`src/rtl/mul_arbiter.sv`:
```
// Two-requester round-robin front end for a shared multi-cycle multiplier.
// Each grant runs one multiply, which ends on completion, abort or timeout, then one clear cycle.
module mul_arbiter #(
  parameter int          WIDTH   = 64,
  parameter logic [15:0] TIMEOUT = 16'd1000
) (
  input  logic                 clk,
  input  logic                 reset_n,
  input  logic [1:0]           req,
  input  logic [WIDTH-1:0]     op_a0,
  input  logic [WIDTH-1:0]     op_b0,
  input  logic [WIDTH-1:0]     op_a1,
  input  logic [WIDTH-1:0]     op_b1,
  output logic [1:0]           gnt,
  output logic [1:0]           rsp_valid,
  output logic [2*WIDTH-1:0]   rsp_data,
  output logic                 err,
  output logic                 busy,
  output logic                 mul_start,
  output logic                 mul_clear,
  output logic [WIDTH-1:0]     mul_a,
  output logic [WIDTH-1:0]     mul_b,
  input  logic                 mul_done,
  input  logic [2*WIDTH-1:0]   mul_result
);

  // IDLE: arbitrate | BUSY: multiplier running | CLR: one-cycle clear before next grant
  typedef enum logic [1:0] {
    IDLE = 2'd0,
    BUSY = 2'd1,
    CLR  = 2'd2
  } state_e;

  state_e               state_q, state_d;
  logic                 rr_q, rr_d;
  logic [15:0]          cnt_q, cnt_d;
  logic [1:0]           gnt_q, gnt_d;
  logic [1:0]           rsp_valid_q, rsp_valid_d;
  logic                 err_q, err_d;
  logic [2*WIDTH-1:0]   rsp_data_q, rsp_data_d;
  logic [WIDTH-1:0]     mul_a_q, mul_a_d;
  logic [WIDTH-1:0]     mul_b_q, mul_b_d;
  logic                 win;
  logic                 granted_req;

  // With both requesting, rr picks; a lone request wins regardless of rr.
  assign win         = (req == 2'b11) ? rr_q : req[1];
  assign granted_req = gnt_q[1] ? req[1] : req[0];

  always_comb begin
    state_d     = state_q;
    rr_d        = rr_q;
    cnt_d       = cnt_q;
    gnt_d       = gnt_q;
    rsp_valid_d = 2'b00;
    err_d       = 1'b0;
    rsp_data_d  = rsp_data_q;
    mul_a_d     = mul_a_q;
    mul_b_d     = mul_b_q;
    case (state_q)
      IDLE: begin
        if (req != 2'b00) begin
          state_d = BUSY;
          gnt_d   = win ? 2'b10 : 2'b01;
          rr_d    = ~win;
          cnt_d   = 16'd0;
          mul_a_d = win ? op_a1 : op_a0;
          mul_b_d = win ? op_b1 : op_b0;
        end
      end
      BUSY: begin
        if (!granted_req) begin
          state_d = CLR;
        end else if (mul_done) begin
          state_d     = CLR;
          rsp_data_d  = mul_result;
          rsp_valid_d = gnt_q;
        end else if (cnt_q == TIMEOUT - 16'd1) begin
          state_d = CLR;
          err_d   = 1'b1;
        end else begin
          cnt_d = cnt_q + 16'd1;
        end
      end
      CLR: begin
        state_d = IDLE;
        gnt_d   = 2'b00;
      end
      default: begin
        state_d = IDLE;
        gnt_d   = 2'b00;
      end
    endcase
  end

  always_ff @(posedge clk or negedge reset_n) begin
    if (!reset_n) begin
      state_q     <= IDLE;
      rr_q        <= 1'b0;
      cnt_q       <= 16'd0;
      gnt_q       <= 2'b00;
      rsp_valid_q <= 2'b00;
      err_q       <= 1'b0;
      rsp_data_q  <= '0;
      mul_a_q     <= '0;
      mul_b_q     <= '0;
    end else begin
      state_q     <= state_d;
      rr_q        <= rr_d;
      cnt_q       <= cnt_d;
      gnt_q       <= gnt_d;
      rsp_valid_q <= rsp_valid_d;
      err_q       <= err_d;
      rsp_data_q  <= rsp_data_d;
      mul_a_q     <= mul_a_d;
      mul_b_q     <= mul_b_d;
    end
  end

  assign gnt       = gnt_q;
  assign rsp_valid = rsp_valid_q;
  assign rsp_data  = rsp_data_q;
  assign err       = err_q;
  assign mul_a     = mul_a_q;
  assign mul_b     = mul_b_q;
  assign busy      = (state_q != IDLE);
  assign mul_start = (state_q == BUSY);
  assign mul_clear = (state_q != BUSY);

endmodule

```
`config.mk`:
```
export PLATFORM = sky130hd
export DESIGN_NAME = mul_arbiter
export DESIGN_NICKNAME = d
export VERILOG_FILES = /design/src/rtl/mul_arbiter.sv
export SDC_FILE = /design/constraint.sdc
export NUM_CORES = 1
export LEC_CHECK = 0
export CAP_MARGIN = 40
export CORE_AREA = 2 2 251 253
export DETAILED_ROUTE_END_ITERATION = 8
export DIE_AREA = 0 0 253 255
export PLACE_DENSITY = 0.44
export SETUP_SLACK_MARGIN = 0.02
export SLEW_MARGIN = 10
export SYNTH_ARGS = -nofsm -noshare
export SYNTH_HDL_FRONTEND = slang
export SYNTH_SLANG_ARGS = --single-unit
```
`constraint.sdc`:
```
create_clock -name clk -period 5.4 [get_ports clk]
set_clock_uncertainty 0.15 [all_clocks]
set_input_delay 0.81 -clock clk [delete_from_list [all_inputs] [get_ports clk]]
set_output_delay 0.81 -clock clk [all_outputs]
set_load 0.05 [all_outputs]
```
==> results of run 1 <==
[through the flow]
stage          power (uW)  util, %
2_1_floorplan        9300        -
3_3_place_gp        12300     31.2
3_5_place_dp        12300     31.2
4_1_cts             15000     33.2
5_1_grt             15400     33.2
6_report            14700     33.2
[registers in the layout, summed over array words and instances (netlist names)]
name,count
mul_a,64
rr_q,1
state_q,2
gnt,2
cnt_q,16
rsp_valid,2
err,1
mul_b,64
rsp_data,128
[cell usage in the layout, fill, tap and decap left out, types with 8 or more instances in the layout]
master / n
nor2b_1: 129
clkdlybuf4s50_1: 651
clkbuf_1: 14
mux2_4: 109
nor2_1: 14
nand2_1: 14
a21oi_1: 8
o21ai_0: 10
clkbuf_16: 39
mux2_2: 20
buf_12: 10
a221o_1: 128
dfrtp_1: 280
clkbuf_8: 10
[per-layer routing]
layer	vias up	global-route usage [%]	wire length, um
met5	-	0	11
met1	4867	16.1	18300
met2	424	24.3	24100
met3	58	4.79	4030
li1	4443	-	-
met4	2	4.09	1130
[power groups by stage]
stage	registers, uW	clock network (uW)	logic [uW]
final	3650	2480	8600
after global routing	3780	2680	8970
after CTS	3660	2590	8700
after detailed placement	3660	0	8680
after global placement	3680	0	8640
after floorplan	6970	0	2330
[cells by family after synthesis]
logic type	after synthesis	synth area share [%]
AOI/OAI and AO/OA	174	13.1
adders and majority gates	1	0.103
buffers and inverters	67	4.19
DFF	280	57.7
muxes	130	15.4
and+or+nand+nor	192	9.52
[final cells by class]
type | count | area [um2] | share of cell area (%)
Sequential cell | 280 | 7010 | 33.9
Timing Repair Buffer | 664 | 6750 | 32.7
Antenna cell | 3 | 7.51 | 0.0364
Clock buffer | 63 | 1170 | 5.65
Clock inverter | 4 | 56.3 | 0.273
Multi-Input combinational cell | 497 | 4650 | 22.5
Tap cell | 799 | 1000 | 4.84
Inverter | 5 | 21.3 | 0.103
[worst paths after layout]
check,startpoint,endpoint,cells after the start
max in group asynchronous,reset_n,gnt[1]$_DFFE_PN0P_,2
worst min-delay path,reset_n,mul_b[41]$_DFFE_PN0P_,1
worst max-delay path,state_q[1]$_DFFE_PN0P_,mul_start,3
worst min register to register,rsp_data[106]$_DFFE_PN0P_,rsp_data[106]$_DFFE_PN0P_,1
worst max register to register,state_q[0]$_DFFE_PN0P_,mul_b[25]$_DFFE_PN0P_,5
min in group clk,rsp_data[106]$_DFFE_PN0P_,rsp_data[106]$_DFFE_PN0P_,1
==> flow_metrics.py, run 1 <==
metrics = {
    "timing": {
        "timing.setup.tns_ns": 0,
        "hold_ws_ns": 0.0324,
        "slew-limit-headroom_pct": 43.6,
        "fmax_mhz": 311,
        "min_period_over_period_pct": 59.5,
        "period_needed_ns": 3.21,
        "worstMarginPinSlew_ns": 0.844,
        "grt_setup_unrepaired": "false",
        "final-setup-viol-count": 0,
        "final_max_slew_viol_count": 0,
        "fin_ws_ns": 2.19,
        "finalHoldViolCount": 0,
    },
    "routing": {
        "antenna_left": 0,
        "drtPass1Iterations": 5,
        "drc": 0,
        "wl_per_cell_um": 20.6,
        "wl_mm": 47.6,
        "via_per_inst": 4.23,
        "drtIter0Drc": 481,
        "vias": 9794,
    },
    "worst_setup_path": {
        "crit_type": "register to output pin",
        "cp_cell_sequence": "nand2b_4 -> inv_4 -> clkdlybuf4s50_1",
        "cp_slowest_cell": "clkdlybuf4s50_1",
        "endpoint_kind": "output pin",
        "arrival_ns": 2.25,
        "cp.buffers_inverters": 2,
        "crit_family": "buffers and inverters",
        "r2r_setup_slack_ns": 2.85,
        "crit_fanout": 15,
        "worstSetupStartpointType": "register",
        "cp.required_ns": 4.44,
        "crit_path_max_incr_delay_ns": 0.83,
    },
    "synthesis": {
        "synth_cell_type_count": 50,
        "synth_top_area_share_pct": 57.7,
        "ys_seq_area_share_pct": 57.7,
        "ys_top_cells_by_count": "dfrtp_1, nor2b_1, a221o_1, mux2_4, buf_2",
        "yosysWarnings": 0,
        "synth_flop_cell": "dfrtp_1",
        "synth_area_um2": 12100,
        "synth_top_cell_by_area": "dfrtp_1",
        "syn_nets": 1234,
        "synth_most_common_cell": "dfrtp_1",
        "syn-instance-count": 844,
        "synth-seq-cells": 280,
        "syn_area_per_cell_um2": 14.4,
        "synth-edff-count": 0,
        "synth-async-reset-ratio_pct": 100,
        "synthTopCellsByArea": "dfrtp_1, mux2_4, a221o_1",
    },
    "job": {
        "cap_viol_max_count": 0,
    },
    "power_and_ir_drop": {
        "p_per_area_nw_per_um2": 713,
        "p_sw_share_pct": 46.1,
        "pwr-share-comb_pct": 58.4,
        "clockPowerShare_pct": 16.8,
        "power.share.sequential_pct": 24.8,
        "power_leakage_uw": 0.00850,
        "p_int_uw": 7950,
        "ir_worst_vdd_mv": 0.310,
        "p_switching_uw": 6790,
    },
    "cells_and_area": {
        "fin_nets": 1876,
        "fillers": 6181,
        "syn_to_final_growth_pct": 70.0,
        "final_cells": 2315,
        "drive_gt1_share_pct": 13.9,
        "fin_area_um2": 20600,
    },
    "placement": {
        "dp_hpwl_mm": 34.3,
        "place_area_um2": 19400,
        "dp_cells": 2245,
        "place_congestion": 0.785,
        "port_buffers": 652,
        "place_ws_ns": 1.97,
    },
    "grt": {
        "grt_overflow": 0,
        "grt_pass1_vias": 10200,
        "gr-usage-all-layers_pct": 13.9,
        "grt_pass1_wl_mm": 68.0,
        "grt_antenna_before_repair": 3,
        "grt_max_degree": 130,
    },
    "die": {
        "start_util_pct": 19.5,
        "die_h_um": 255,
        "pin_count": 653,
        "die_area_um2": 64500,
        "die_w_um": 253,
        "core_um2": 62200,
        "rows": 92,
    },
    "worst_hold_path": {
        "hold_path.class": "input port to async pin",
    },
    "clock_network": {
        "cts_buffer_depth": 3,
        "clk_root_buffer_cell": "clkbuf_16",
        "cts_tree": "yes",
        "clk_latency_ns": 0.53,
        "cts_resized": 0,
        "path_clk_slew_ns": 0.05,
        "numCtsBuffers": 38,
        "htree_levels": 2,
        "hold_buffers": 0,
        "postCtsSetupRepairBufs": 0,
        "clkSinkCount": 280,
    },
    "run_status": {
        "status": "complete, no violations",
    },
}
Note: power is estimated with default switching activity, not from simulation.
==> inputs of run 2 (changes only) <==
==> constraint.sdc (replaced) <==
create_clock -name clk -period 3.1 [get_ports clk]
set_clock_uncertainty 0.15 [all_clocks]
set_input_delay 0.465 -clock clk [delete_from_list [all_inputs] [get_ports clk]]
set_output_delay 0.465 -clock clk [all_outputs]
set_load 0.05 [all_outputs]
==> flow_metrics.py, run 2 (synthesized netlist as in run 1, its figures left out) <==
metrics = {
    "run_status": {
        "status": "complete, no violations",
    },
    "clock_network": {
        "numCtsBuffers": 37,
        "cts_tree": "yes",
        "htree_levels": 2,
        "cts_buffer_depth": 3,
        "clkSinkCount": 280,
        "postCtsSetupRepairBufs": 0,
        "clk_root_buffer_cell": "clkbuf_16",
        "cts_resized": 0,
        "clk_latency_ns": 0.53,
        "path_clk_slew_ns": 0.06,
        "hold_buffers": 1,
    },
    "timing": {
        "final-setup-viol-count": 0,
        "slew-limit-headroom_pct": 49.7,
        "grt_setup_unrepaired": "false",
        "finalHoldViolCount": 0,
        "period_needed_ns": 2.87,
        "final_max_slew_viol_count": 0,
        "timing.setup.tns_ns": 0,
        "min_period_over_period_pct": 92.5,
        "fmax_mhz": 349,
        "worstMarginPinSlew_ns": 0.754,
    },
    "routing": {
        "wl_per_cell_um": 20.9,
        "drc": 0,
        "via_per_inst": 4.20,
        "drtPass1Iterations": 4,
        "antenna_left": 0,
        "wl_mm": 48.7,
        "drtIter0Drc": 512,
        "vias": 9790,
    },
    "cells_and_area": {
        "syn_to_final_growth_pct": 72.1,
        "fin_nets": 1892,
        "final_common_cell": "clkdlybuf4s50_1",
        "most-common-layout-cells": "clkdlybuf4s50_1, dfrtp_1, nor2b_1, a221o_1, mux2_4",
        "fin_area_um2": 20900,
        "drive_gt1_share_pct": 15.2,
        "largest_reg_flops": 128,
    },
    "power_and_ir_drop": {
        "clockPowerShare_pct": 17.7,
        "p_int_uw": 14200,
        "power.share.sequential_pct": 24.4,
        "p_sw_share_pct": 45.5,
        "p_per_area_nw_per_um2": 1250,
        "pwr-share-comb_pct": 57.8,
        "ir_worst_vdd_mv": 0.561,
        "p_switching_uw": 11900,
        "power_leakage_uw": 0.00865,
    },
    "grt": {
        "grt_antenna_before_repair": 5,
        "grt_overflow": 0,
        "gr-usage-all-layers_pct": 14.2,
        "grt_max_degree": 121,
        "grt_pass1_wl_mm": 68.7,
        "grt_pass1_vias": 10100,
    },
    "die": {
        "start_util_pct": 19.5,
        "core_um2": 62200,
        "die_h_um": 255,
        "pin_count": 653,
        "die_area_um2": 64500,
        "die_w_um": 253,
        "rows": 92,
    },
    "worst_hold_path": {
        "hold_path.class": "input port to async pin",
    },
    "worst_setup_path": {
        "arrival_ns": 2.25,
        "crit_type": "register to output pin",
        "crit_fanout": 15,
        "worstSetupStartpointType": "register",
        "endpoint_kind": "output pin",
        "cp.required_ns": 2.48,
    },
    "placement": {
        "port_buffers": 652,
        "place_congestion": 0.786,
        "place_area_um2": 19600,
        "dp_hpwl_mm": 35.9,
    },
    "job": {
        "cap_viol_max_count": 0,
    },
}
==> run 2: changes by cell type in the layout (fill, tap and decap cells not counted), moves of 2 or more <==
cell and delta:
buf_4 +14, clkinv_2 +5, buf_12 +2, clkbuf_1 -8, bufinv_16 +4
==> run 2: critical path, cell delays in order, from the launching register on <==
cell,delay (ns)
dfrtp_1,0.44
nand2b_4,0.27
inv_4,0.16
clkdlybuf4s50_1,0.84
==> run 2: routing by layer <==
metal	track usage (%)	share of wire [%]	wire length [um]	vias up
met4	4.41	2.3	1140	6
li1	-	-	-	4487
met2	24.4	50	24200	417
met1	16.6	40	19300	4812
met5	0	0.084	41	-
met3	4.82	8.3	4040	68
==> run 2: through the flow <==
| stage | util [%] | hold WS [ns] | setup WS, ns | std cells | total power [uW] |
|---|---|---|---|---|---|
| final | 33.6 | 0.344 | 0.231 | 2332 | 26100 |
| after global routing | 33.6 | 0.347 | 0.103 | 2329 | 27300 |
| after floorplan | - | 0.0194 | 1.06 | 844 | 16200 |
| after global placement | 31.5 | 0.342 | 0.509 | 2261 | 21600 |
| after CTS | 33.6 | 0.341 | 0.166 | 2328 | 26500 |
| after detailed placement | 31.5 | 0.341 | 0.459 | 2261 | 21600 |
==> run 2: final timing paths <==
path                                      startpoint                        end  slack, ns  cells after the start
min reg2reg                rsp_data[114]$_DFFE_PN0P_  rsp_data[114]$_DFFE_PN0P_       0.35                      1
max in group asynchronous                    reset_n   rsp_data[52]$_DFFE_PN0P_       1.59                      3
min in group clk           rsp_data[114]$_DFFE_PN0P_  rsp_data[114]$_DFFE_PN0P_       0.35                      1
min                                          reset_n      mul_b[45]$_DFFE_PN0P_       0.34                      2
max reg2reg                   state_q[1]$_DFFE_PN0P_  rsp_data[115]$_DFFE_PN0P_       0.85                      7
max                           state_q[1]$_DFFE_PN0P_                  mul_start       0.23                      3
==> run 2: power by group through the flow <==
stage | clock network, uW | logic (uW) | registers [uW]
global placement | 0 | 15200 | 6410
CTS | 4820 | 15300 | 6390
global route | 4980 | 15800 | 6600
detailed placement | 0 | 15300 | 6390
floorplan | 0 | 4070 | 12100
finish | 4640 | 15100 | 6380
==> run 2: final cells by class <==
| type | instances | area [um2] |
|---|---|---|
| flip-flops and latches | 280 | 7010 |
| diodes | 4 | 10.0 |
| well taps | 799 | 1000 |
| repair buffers | 681 | 6900 |
| inverters | 5 | 21.3 |
| clock buffers | 54 | 1120 |
| fillers | 6155 | 41300 |
| multi-input cells | 497 | 4650 |
| clock inverters | 12 | 193 |
